$ cat config.mk
export PLATFORM = sky130hd
export DESIGN_NAME = id_ex_hazard_stage
export DESIGN_NICKNAME = d
export VERILOG_FILES = /design/src/rtl/cpu_pkg.sv /design/src/rtl/load_use_detect.sv /design/src/rtl/id_ex_hazard_stage.sv
export SDC_FILE = /design/constraint.sdc
export NUM_CORES = 1
export LEC_CHECK = 0
export BUFFER_PORTS_ARGS = -buffer_cell sky130_fd_sc_hd__buf_4
export CORE_AREA = 2 2 164 166
export CTS_BUF_LIST = sky130_fd_sc_hd__clkbuf_8
export DETAILED_ROUTE_END_ITERATION = 8
export DIE_AREA = 0 0 166 168
export PLACE_DENSITY = 0.77
export SYNTH_ARGS = -nofsm -noshare
export SYNTH_HDL_FRONTEND = slang
export SYNTH_SLANG_ARGS = --single-unit
$ cat constraint.sdc
create_clock -name clk -period 7.2 [get_ports clk]
set_clock_uncertainty 0.2 [all_clocks]
set_input_delay 0.36 -clock clk [delete_from_list [all_inputs] [get_ports clk]]
set_output_delay 0.36 -clock clk [all_outputs]
set_load 0.03 [all_outputs]
$ cat src/rtl/cpu_pkg.sv
// Purpose: shared types and constants for the ID/EX stage and its hazard logic.
// Latency: n/a (types only).
// Backpressure: n/a (types only).
// Contents: hazard FSM state type, register-address width, EX control
// bundle and the bubble value loaded into EX when an instruction is cancelled.
package cpu_pkg;

  localparam int REG_ADDR_W = 5;

  typedef enum logic [1:0] {
    RUN   = 2'd0,
    STALL = 2'd1,
    FLUSH = 2'd2
  } hazard_state_t;

  // Register numbers and write/load flags carried from ID into EX.
  typedef struct packed {
    logic [REG_ADDR_W-1:0] rs1;
    logic [REG_ADDR_W-1:0] rs2;
    logic [REG_ADDR_W-1:0] rd;
    logic                  regwrite;
    logic                  memread;
  } ex_ctrl_t;

  // All-zero control: no write, no load, rd/rs = x0, so the forwarding
  // unit can never match against a bubble.
  localparam ex_ctrl_t EX_CTRL_BUBBLE = '0;

endpackage

$ cat src/rtl/load_use_detect.sv
// Purpose: combinational load-use compare between the load in EX and the ID sources.
// Latency: 0 cycles (pure combinational).
// Backpressure: none; the result feeds the stall FSM in the stage top.
// Ports: i_memread_ex/i_rd_ex describe the EX instruction, i_rs1_id/i_rs2_id the
// ID instruction's sources; o_hazard is high when ID must wait for the load.
module load_use_detect
  import cpu_pkg::*;
(
  input  logic                  i_memread_ex,
  input  logic [REG_ADDR_W-1:0] i_rd_ex,
  input  logic [REG_ADDR_W-1:0] i_rs1_id,
  input  logic [REG_ADDR_W-1:0] i_rs2_id,
  output logic                  o_hazard
);

  logic w_rd_nonzero;
  logic w_src_match;

  // A load into x0 produces nothing to wait for.
  assign w_rd_nonzero = (i_rd_ex != '0);
  assign w_src_match  = (i_rd_ex == i_rs1_id) || (i_rd_ex == i_rs2_id);
  assign o_hazard     = i_memread_ex && w_rd_nonzero && w_src_match;

endmodule

$ cat src/rtl/id_ex_hazard_stage.sv
// Purpose: ID/EX pipeline register with load-use stall and taken-branch squash control.
// Latency: 1 cycle ID->EX when not stalled; pc_write/ifid_write/ifid_flush are combinational.
// Backpressure: holds PC and IF/ID (pc_write=ifid_write=0) for LOAD_STALL_CYCLES bubbles per load-use.
// Ports: clk/arst (async active-high) clocking; enable freezes all state when low;
// *_ID inputs are the decoded ID instruction; branch_taken_EX squashes IF/ID and EX;
// register_data1/2, rd_EX, regwrite_EX, memread_EX feed the forwarding unit;
// rdata1_EX/rdata2_EX/imm_EX are the registered operands; pc_write, ifid_write,
// ifid_flush steer the front end.
module id_ex_hazard_stage
  import cpu_pkg::*;
#(
  parameter int DATA_W            = 64,
  parameter int LOAD_STALL_CYCLES = 1
)(
  input  logic                  clk,
  input  logic                  arst,
  input  logic                  enable,
  input  logic [REG_ADDR_W-1:0] rs1_ID,
  input  logic [REG_ADDR_W-1:0] rs2_ID,
  input  logic [REG_ADDR_W-1:0] rd_ID,
  input  logic                  regwrite_ID,
  input  logic                  memread_ID,
  input  logic [DATA_W-1:0]     rdata1_ID,
  input  logic [DATA_W-1:0]     rdata2_ID,
  input  logic [DATA_W-1:0]     imm_ID,
  input  logic                  branch_taken_EX,
  output logic [REG_ADDR_W-1:0] register_data1,
  output logic [REG_ADDR_W-1:0] register_data2,
  output logic [REG_ADDR_W-1:0] rd_EX,
  output logic                  regwrite_EX,
  output logic                  memread_EX,
  output logic [DATA_W-1:0]     rdata1_EX,
  output logic [DATA_W-1:0]     rdata2_EX,
  output logic [DATA_W-1:0]     imm_EX,
  output logic                  pc_write,
  output logic                  ifid_write,
  output logic                  ifid_flush
);

  localparam int              CNT_W        = 2;
  // First bubble is issued from RUN; the counter covers the remaining ones.
  localparam logic [CNT_W-1:0] STALL_RELOAD = CNT_W'(LOAD_STALL_CYCLES - 1);

  hazard_state_t    r_state;
  hazard_state_t    w_state_nxt;
  logic [CNT_W-1:0] r_cnt;
  logic [CNT_W-1:0] w_cnt_nxt;
  ex_ctrl_t         r_ex_ctrl;
  logic [DATA_W-1:0] r_rdata1;
  logic [DATA_W-1:0] r_rdata2;
  logic [DATA_W-1:0] r_imm;

  logic w_hazard;
  logic w_load_id;
  logic w_pc_write;
  logic w_ifid_write;
  logic w_ifid_flush;

  load_use_detect u_load_use_detect (
    .i_memread_ex (r_ex_ctrl.memread),
    .i_rd_ex      (r_ex_ctrl.rd),
    .i_rs1_id     (rs1_ID),
    .i_rs2_id     (rs2_ID),
    .o_hazard     (w_hazard)
  );

  // Next state and front-end controls. Any cycle that does not load the ID
  // instruction loads a bubble into EX.
  always_comb begin
    w_state_nxt  = r_state;
    w_cnt_nxt    = r_cnt;
    w_load_id    = 1'b0;
    w_pc_write   = 1'b1;
    w_ifid_write = 1'b1;
    w_ifid_flush = 1'b0;
    unique case (r_state)
      RUN: begin
        if (branch_taken_EX) begin
          // Branch wins over a simultaneous load-use: the dependent
          // instruction is on the wrong path anyway.
          w_state_nxt  = FLUSH;
          w_ifid_flush = 1'b1;
        end else if (w_hazard) begin
          w_pc_write   = 1'b0;
          w_ifid_write = 1'b0;
          w_cnt_nxt    = STALL_RELOAD;
          w_state_nxt  = (STALL_RELOAD != '0) ? STALL : RUN;
        end else begin
          w_load_id = 1'b1;
        end
      end
      STALL: begin
        if (branch_taken_EX) begin
          w_state_nxt  = FLUSH;
          w_cnt_nxt    = '0;
          w_ifid_flush = 1'b1;
        end else begin
          w_pc_write   = 1'b0;
          w_ifid_write = 1'b0;
          w_cnt_nxt    = (r_cnt == '0) ? '0 : r_cnt - 1'b1;
          if (r_cnt <= CNT_W'(1)) begin
            w_state_nxt = RUN;
          end
        end
      end
      FLUSH: begin
        w_ifid_flush = 1'b1;
        w_state_nxt  = RUN;
      end
      default: begin
        w_state_nxt = RUN;
        w_cnt_nxt   = '0;
      end
    endcase
    // Frozen pipeline: nothing may advance or be cleared.
    if (!enable) begin
      w_pc_write   = 1'b0;
      w_ifid_write = 1'b0;
      w_ifid_flush = 1'b0;
    end
  end

  always_ff @(posedge clk or posedge arst) begin
    if (arst) begin
      r_state   <= RUN;
      r_cnt     <= '0;
      r_ex_ctrl <= EX_CTRL_BUBBLE;
      r_rdata1  <= '0;
      r_rdata2  <= '0;
      r_imm     <= '0;
    end else if (enable) begin
      r_state <= w_state_nxt;
      r_cnt   <= w_cnt_nxt;
      if (w_load_id) begin
        r_ex_ctrl <= '{rs1: rs1_ID, rs2: rs2_ID, rd: rd_ID,
                       regwrite: regwrite_ID, memread: memread_ID};
        r_rdata1  <= rdata1_ID;
        r_rdata2  <= rdata2_ID;
        r_imm     <= imm_ID;
      end else begin
        r_ex_ctrl <= EX_CTRL_BUBBLE;
        r_rdata1  <= '0;
        r_rdata2  <= '0;
        r_imm     <= '0;
      end
    end
  end

  assign register_data1 = r_ex_ctrl.rs1;
  assign register_data2 = r_ex_ctrl.rs2;
  assign rd_EX          = r_ex_ctrl.rd;
  assign regwrite_EX    = r_ex_ctrl.regwrite;
  assign memread_EX     = r_ex_ctrl.memread;
  assign rdata1_EX      = r_rdata1;
  assign rdata2_EX      = r_rdata2;
  assign imm_EX         = r_imm;
  assign pc_write       = w_pc_write;
  assign ifid_write     = w_ifid_write;
  assign ifid_flush     = w_ifid_flush;

endmodule

======== Word-level counts from Yosys, hierarchy flattened ========
Cells that the tools add are included.
storage, ports and cells
  register bits ........................... 213
  bits of input ports ..................... 213
  output and inout bits ................... 212
  word-level logic and storage cells ...... 52
cells by class
  add/subtract/negate cells ............... 1
  $lt $le $gt $ge ......................... 1
  equality and inequality tests ........... 8
  multiplexer cells ....................... 22
  bitwise gates (word level) .............. 1
  reduce and logical (&&, ||, !) cells .... 9
operators by type and width
  kind                                                                               number
  64-bit two-way mux                                                                 3
  17-bit two-way mux                                                                 1
  2-bit two-way mux                                                                  7
  5-bit equality test                                                                2
  1-bit two-way mux                                                                  7
  2-bit one-hot mux with 3 select lines                                              1
  5-bit nonzero test                                                                 1
  2-bit logical NOT                                                                  2
  1-bit one-hot mux with 2 select lines                                              2
  2-bit one-hot mux with 2 select lines                                              1
  4-bit AND reduction                                                                1
  3-bit by 2-bit != test with 1-bit output (second input constant)                   1
  3-bit != test (second input constant)                                              1
  3-bit AND reduction                                                                1
  2-bit by 1-bit equality test with 1-bit output (second input constant)             1
  2-bit equality test (second input constant)                                        1
  2-bit by 1-bit less-or-equal comparator with 1-bit output (second input constant)  1
  1-bit logical AND                                                                  2
  2-bit by 1-bit != test with 1-bit output (second input constant)                   1
  2-bit != test (second input constant)                                              1
  2-bit OR reduction                                                                 1
  2-bit by 1-bit subtractor with 2-bit output (second input constant)                1
  1-bit logical OR                                                                   1
  1-bit NOT                                                                          1

======== Depth between registers and ports, before layout ========
Gate-level depths: netlist of the first run.
  word-level depth ........................ 7
  mapped depth ............................ 7
  gate-level depth less buffers ........... 4

======== By module ========
From an unflattened synthesis of the first run, not the netlist that was laid out.
unflattened totals
  cell total of the unflattened synthesis .. 932
  area total of the unflattened synthesis .. 9296.4 um^2
modules (own cells, without submodules)
  module              times used  cells an instance  area an instance (um^2)  seq. area each (um^2)
  id_ex_hazard_stage  1           915                9171.3                   5255.0
  load_use_detect     1           17                 125.1                    0.0

======== Worst setup path after synthesis of the first run ========
No wires, ideal clock.
  kind .................................... reg2out
  from .................................... register r_ex_ctrl, in the netlist rd_EX[3]
  to ...................................... output port pc_write
  data arrival time ....................... 2.357 ns
  required time ........................... 6.640 ns
  path slack .............................. 4.283 ns
  stages on the path, launching flop included .. 7
  buffers on the path ..................... 2
  path through ............................ dfrtp_1 -> or4_1 -> o21ai_2 -> buf_2 -> nor3_1 -> a21oi_1 -> buf_4
between the ends
  longest elaborated chain between the ends .. 7
  elaborated cells on any way between the ends .. 10
  those cells by class .................... 2 x eq/ne; 4 x mux; 4 x reduce/logical
RTL lines
  element                                                    line                                          RTL
  start, declared                                            id_ex_hazard_stage.sv:48                      ex_ctrl_t r_ex_ctrl;
  start signal, assigned                                     id_ex_hazard_stage.sv:135                     r_ex_ctrl <= '{rs1: rs1_ID, rs2: rs2_ID, rd: rd_ID,
  5-bit equality test or 5-bit nonzero test (tied branches)  load_use_detect.sv:21, load_use_detect.sv:20
  1-bit logical OR or 1-bit logical AND (tied branches)      load_use_detect.sv:21, load_use_detect.sv:22
  1-bit logical AND (*)                                      load_use_detect.sv:22                         assign o_hazard = i_memread_ex && w_rd_nonzero && w_src_match;
  1-bit two-way mux (*) (2 in a row)                         --
  1-bit one-hot mux with 2 select lines (*)                  --
  1-bit two-way mux (*)                                      --
  end, declared                                              id_ex_hazard_stage.sv:35                      output logic pc_write,
Mark *: on every way between the ends. The rest lies on a longest branch, timed or not.

======== Final worst setup path of the first run ========
  from .................................... register r_ex_ctrl, in the netlist rd_EX[3]
  to ...................................... register r_rdata1[28] (netlist: rdata1_EX[28])
between the ends
  longest elaborated chain between the ends .. 7
  elaborated cells on any way between the ends .. 10
  those cells by class .................... 2 x eq/ne; 4 x mux; 4 x reduce/logical
RTL lines
  element                                                    line                                          RTL
  5-bit equality test or 5-bit nonzero test (tied branches)  load_use_detect.sv:21, load_use_detect.sv:20
  1-bit logical OR or 1-bit logical AND (tied branches)      load_use_detect.sv:21, load_use_detect.sv:22
  1-bit logical AND (*)                                      load_use_detect.sv:22
  1-bit two-way mux (*)                                      id_ex_hazard_stage.sv:83                      end else if (w_hazard) begin
  1-bit two-way mux (*)                                      id_ex_hazard_stage.sv:78                      if (branch_taken_EX) begin
  1-bit two-way mux (*)                                      id_ex_hazard_stage.sv:76                      unique case (r_state)
  64-bit two-way mux (*)                                     id_ex_hazard_stage.sv:134                     if (w_load_id) begin
  end signal, assigned                                       id_ex_hazard_stage.sv:137                     r_rdata1 <= rdata1_ID;
  end, declared                                              id_ex_hazard_stage.sv:49                      logic [DATA_W-1:0] r_rdata1;
Marked as above.
A chain may end at the register's enable or synchronous reset.

==> results of run 1 <==
==> registers in the layout, indices dropped and copies added, names as in the netlist <==
signal and cells:
memread_EX 1, register_data1 5, r_state 1, regwrite_EX 1
register_data2 5, imm_EX 64, rd_EX 5, rdata1_EX 64
rdata2_EX 64
==> layout by cell type (no fill, tap or decap) <==
master / netlist / final
inv_8: 0 / 1
clkinv_2: 0 / 3
nand2_1: 212 / 212
clkinvlp_4: 0 / 3
nor3_1: 1 / 1
o21ai_1: 197 / 197
mux2i_1: 1 / 1
or4_1: 1 / 1
clkbuf_8: 0 / 52
buf_12: 0 / 3
inv_1: 1 / 8
bufinv_16: 0 / 1
a32oi_1: 209 / 209
nor3_4: 0 / 1
a21oi_1: 1 / 1
nor2_1: 2 / 2
xnor2_1: 10 / 10
inv_6: 0 / 2
nand3_1: 2 / 2
dlygate4sd3_1: 0 / 212
o21ai_4: 0 / 1
o22ai_4: 0 / 1
buf_4: 2 / 429
dfrtp_1: 210 / 210
diode_2: 0 / 3
o21ai_0: 12 / 12
==> worst max-delay path: stages, from the launching register on <==
cell,delay (ns)
dfrtp_1,0.44
or4_1,0.60
o21ai_4,0.67
buf_4,0.49
buf_4,0.71
a32oi_1,0.26
o21ai_1,0.16
==> layout make-up <==
cell class                 instances  area share [%]
timing repair buffer             644           34.21
sequential                       210           33.28
multi-input combinational        651           24.43
clock buffer                      52           4.532
tap                              341           2.702
clock inverter                    16          0.6735
inverter                           2          0.1268
antenna                            3         0.04754
==> routing by layer <==
layer,vias up,GRT usage [%]
met1,5255,29.92
met2,595,40.50
li1,4866,-
met3,156,5.078
met5,-,0
met4,0,13.65
==> cells by family after synthesis <==
group                     share of synthesized area, %
DFF                                              54.14
and+or+nand+nor                                  8.612
xor gates and xnor gates                        0.9024
AOI/OAI and AO/OA                                29.84
buffers and inverters                            6.394
muxes                                           0.1031
==> power by group <==
group,total [µW],leakage (µW),switching [µW],internal [µW]
Sequential,1470,0.00271,119,1350
Combinational,1300,0.00390,804,496
Clock,1200,0.000447,514,682
Total,3970,0.00705,1440,2530
==> worst min path at each step <==
stage / startpoint / to / slack [ns] / cells after the start
floorplan: enable / r_state[1]$_DFFE_PP0P_ / 0.25 / 1
global placement: rdata1_EX[23]$_DFFE_PP0P_ / rdata1_EX[23]$_DFFE_PP0P_ / 0.27 / 2
detailed placement: register_data2[1]$_DFFE_PP0P_ / register_data2[1]$_DFFE_PP0P_ / 0.28 / 2
CTS: register_data2[1]$_DFFE_PP0P_ / register_data2[1]$_DFFE_PP0P_ / 0.30 / 2
global route: rdata1_EX[9]$_DFFE_PP0P_ / rdata1_EX[9]$_DFFE_PP0P_ / 0.32 / 2
finish: imm_EX[57]$_DFFE_PP0P_ / imm_EX[57]$_DFFE_PP0P_ / 0.30 / 2
==> stage by stage <==
step                instances  total power [µW]  worst slack, ns  util [%]  area, µm²
floorplan                 979              2184           0.9025         -       9706
global placement         1636              2641            3.696     48.73      12840
detailed placement       1636              2665            3.651     48.73      12840
CTS                      1916              3966            3.634     59.90      15780
global route             1918              4128            3.383     59.92      15790
finish                   1919              3968            3.528     59.93      15790
==> repair_timing <==
| item | CTS | global route |
|---|---|---|
| hold endpoints to repair | 341 | 0 |
| hold buffers | 212 | 0 |
| endpoints found under the setup margin | 0 | 0 |
==> results.sh, run 1 <==
export IMPL_status="complete, no violations"
export IMPL_core_um2=26350
export IMPL_synth_enable_flop_cells=0
export IMPL_p_leak_uw=0.007053
export IMPL_crit_start="rd_EX[3]$_DFFE_PP0P_"
export IMPL_fp_dieH_um=168
export IMPL_crit_arrival_ns=3.89
export IMPL_grtUsageTotal_pct=24.44
export IMPL_yosysSeqAreaShare_pct=54.14
export IMPL_areaGrowthSynthToFinish_pct=62.70
export IMPL_yosysTopAreaCell="dfrtp_1"
export IMPL_wl_met2_um=17750
export IMPL_ant_nets=0
export IMPL_worstHoldPathType="reg2reg"
export IMPL_nFillCells=1973
export IMPL_dieArea_um2=27890
export IMPL_viasPerCell=5.665
export IMPL_clock_root_buffer="clkbuf_8"
export IMPL_cts_tree="yes"
export IMPL_post_cts_buffers=0
export IMPL_synth_commonest_cells="nand2_1 (212), dfrtp_1 (210), a32oi_1 (209)"
export IMPL_path_class="reg2reg"
export IMPL_regArea_um2=5255
export IMPL_met3WireLength_um=2620
export IMPL_max_freq_mhz=272.4
export IMPL_final_max_slew_viol_count=0
export IMPL_whs_ns=0.2955
export IMPL_regToRegStartpoint="rd_EX[3]$_DFFE_PP0P_"
export IMPL_htree_levels=2
export IMPL_syn_area_um2=9706
export IMPL_powerDensity_nw_per_um2=251.3
export IMPL_finalCriticalPeriod_ns=3.672
export IMPL_yosys_warnings=0
export IMPL_cap_violations=0
export IMPL_numCtsBuffers=39
export IMPL_fin_tns_setup_ns=0
export IMPL_synth_seq_cells=210
export IMPL_grt_pass1_wl_um=56500
export IMPL_grt_max_degree=223
export IMPL_wl_per_cell_um=18.77
export IMPL_syn_area_per_cell_um2=9.914
export IMPL_overflow=0
export IMPL_synthArstFlopShare_pct=100.0
export IMPL_required_ns=7.42
export IMPL_worst_path_max_fanout=74
export IMPL_hold_violations=0
export IMPL_io_pins=425
export IMPL_worst_skew_pair_late_latency_ns=0.52
export IMPL_ctsResizeCount=0
export IMPL_vdd_drop_max_uv=177.3
export IMPL_grt_pass1_vias=10790
export IMPL_clockBufferDepth=3
export IMPL_syn_inst=979
export IMPL_fin_crit_sh_pct=51.00
export IMPL_end_kind="flop"
export IMPL_route_detailed_drc=0
export IMPL_antenna_found_initial=2
export IMPL_syn_num_nets=1192
export IMPL_fp_dieW_um=166
export IMPL_clock_sinks=210
export IMPL_wirelength_um=36020
export IMPL_rsz0062_at_grt="false"
export IMPL_tightestPinTransition_ns=1.051
export IMPL_clkSlewWorstSetupHoldPaths_ns=0.06
export IMPL_r2r_setup_slack_ns=3.53
export IMPL_synth_most_common_cell="nand2_1"
export IMPL_place_hpwl_um=19910
export IMPL_rr_worst_depth=6
export IMPL_rows=60
export IMPL_synth_top_cell_area_share_pct=54.14
export IMPL_multi_input_area_um2=3857
export IMPL_synth_ff_type="dfrtp_1"
export IMPL_drive_above_1_share_pct=31.56
export IMPL_top_layer_used="met4"
export IMPL_drt_pass1_iter_count=5
export IMPL_drt_iter0_drc=1243
export IMPL_yosysUniqueCellTypes=22
export IMPL_vias=10870
export IMPL_port_buffers=424
export IMPL_slew_headroom_pct=29.96
export IMPL_start_util_pct=36.83
export IMPL_finalSetupViolCount=0
export IMPL_timing_critical_path_to="rdata1_EX[28]$_DFFE_PP0P_"
export IMPL_synth_area_leaders="dfrtp_1 (54%), a32oi_1 (19%), o21ai_1 (10%)"
export IMPL_drt_met1_wl_um=13620
export IMPL_regToRegEndpoint="rdata1_EX[28]$_DFFE_PP0P_"
export IMPL_start_kind="flop"
export IMPL_globalplace_congestion=0.8145
export IMPL_fin_nets=1761
No activity file was read; power rests on OpenSTA's default activity.
==> inputs of run 2 (changes only) <==
- clock period: 7.2 -> 3.76 ns (I/O delays scaled with it)
==> results.sh, run 2 (synthesis results as in run 1) <==
export IMPL_fin_nets=1763
export IMPL_finalSetupViolCount=0
export IMPL_drt_pass1_iter_count=5
export IMPL_ant_nets=0
export IMPL_fin_ws_ns=0.6696
export IMPL_crit_start="rd_EX[4]$_DFFE_PP0P_"
export IMPL_max_freq_mhz=323.6
export IMPL_final_max_slew_viol_count=0
export IMPL_worst_skew_pair_late_latency_ns=0.51
export IMPL_slew_headroom_pct=17.63
export IMPL_cts_hold_buffers=212
export IMPL_clkSlewWorstSetupHoldPaths_ns=0.06
export IMPL_hold_violations=0
export IMPL_crit_arrival_ns=2.70
export IMPL_worst_path_max_fanout=25
export IMPL_p_leak_uw=0.007097
export IMPL_cap_violations=0
export IMPL_end_kind="output port"
export IMPL_timing_critical_path_to="pc_write"
export IMPL_regArea_um2=5255
export IMPL_antenna_found_initial=1
export IMPL_ctsResizeCount=0
export IMPL_most_common_layout_cells="buf_4 (428), nand2_1 (212), dlygate4sd3_1 (212), dfrtp_1 (210), a32oi_1 (209)"
export IMPL_status="complete, no violations"
export IMPL_required_ns=3.37
export IMPL_start_util_pct=36.83
export IMPL_numCtsBuffers=38
export IMPL_post_cts_buffers=0
export IMPL_start_kind="flop"
export IMPL_fp_dieW_um=166
export IMPL_clockBufferDepth=3
export IMPL_fin_crit_sh_pct=82.19
export IMPL_dp_slack_ns=1.137
export IMPL_io_pins=425
export IMPL_htree_levels=2
export IMPL_fp_dieH_um=168
export IMPL_powerDensity_nw_per_um2=483.1
export IMPL_grt_pass1_vias=10790
export IMPL_drt_iter0_drc=1377
export IMPL_globalplace_congestion=0.8466
export IMPL_route_detailed_drc=0
export IMPL_final_common_cell="buf_4"
export IMPL_finalCriticalPeriod_ns=3.090
export IMPL_power_total_uw=7660
export IMPL_regToRegStartpoint="rd_EX[3]$_DFFE_PP0P_"
export IMPL_core_um2=26350
export IMPL_viasPerCell=5.746
export IMPL_rows=60
export IMPL_tightestPinTransition_ns=1.236
export IMPL_port_buffers=424
export IMPL_min_from="branch_taken_EX"
export IMPL_drive_above_1_share_pct=31.47
export IMPL_overflow=0
export IMPL_grtUsageTotal_pct=25.03
export IMPL_wirelength_um=37250
export IMPL_vias=11020
export IMPL_r2r_setup_slack_ns=1.07
export IMPL_fin_tns_setup_ns=0
export IMPL_place_hpwl_um=21350
export IMPL_regToRegEndpoint="rdata1_EX[16]$_DFFE_PP0P_"
export IMPL_clock_root_buffer="clkbuf_8"
export IMPL_clock_sinks=210
export IMPL_cts_tree="yes"
export IMPL_nFillCells=1967
export IMPL_rr_worst_depth=5
export IMPL_path_class="reg2out"
export IMPL_areaGrowthSynthToFinish_pct=63.38
export IMPL_multi_input_area_um2=3857
export IMPL_dieArea_um2=27890
export IMPL_grt_max_degree=215
export IMPL_rsz0062_at_grt="false"
export IMPL_worstHoldPathType="in2reg"
export IMPL_grt_pass1_wl_um=57590
export IMPL_vdd_drop_max_uv=308.4
export IMPL_wl_per_cell_um=19.42
==> run 2: area by class of cell <==
cell class	instances	share of cell area, %
repair buffers	647	34.53
flip-flops and latches	210	33.14
multi-input cells	651	24.33
clock buffers	52	4.514
well taps	341	2.691
clock inverters	14	0.6786
inverters	2	0.1026
diodes	1	0.01578
==> run 2: how the worst min path moves through the flow <==
stage	endpoint	slack, ns	depth (start not counted)
3_3_place_gp	r_state[1]$_DFFE_PP0P_	0.22	2
5_1_grt	rdata2_EX[3]$_DFFE_PP0P_	0.23	5
4_1_cts	rdata2_EX[24]$_DFFE_PP0P_	0.18	5
6_report	rdata2_EX[13]$_DFFE_PP0P_	0.13	5
2_1_floorplan	r_state[1]$_DFFE_PP0P_	0.08	1
3_5_place_dp	r_state[1]$_DFFE_PP0P_	0.23	2
==> run 2: report_power, final <==
group / internal [µW] / switching, µW / total [µW]
Combinational: 963 / 1550 / 2520
Clock: 1360 / 964 / 2320
Sequential: 2590 / 228 / 2820
==> run 2: critical path, cell delays in order, from the launching register on <==
cell and delay (ns):
dfrtp_1 0.45, xnor2_1 0.25, nand3_1 0.16, o22ai_4 0.72, a21oi_1 0.33, buf_4 0.27
==> run 2: per-layer routing <==
metal  vias to the layer above  wire [µm]  track usage [%]
li1                       4864          -                -
met1                      5326      14020            30.50
met2                       651      18070            40.66
met3                       180       2712            5.571
met4                         0       2447            15.43
met5                         -          0                0
==> run 2: stage by stage <==
stage | utilization [%] | hold WS, ns | cells | instance area, µm²
after floorplan | - | 0.08063 | 979 | 9709
after global placement | 48.99 | 0.2187 | 1639 | 12910
after detailed placement | 48.99 | 0.2314 | 1639 | 12910
after CTS | 60.17 | 0.1845 | 1917 | 15850
after global routing | 60.18 | 0.2300 | 1918 | 15860
final | 60.18 | 0.1338 | 1918 | 15860
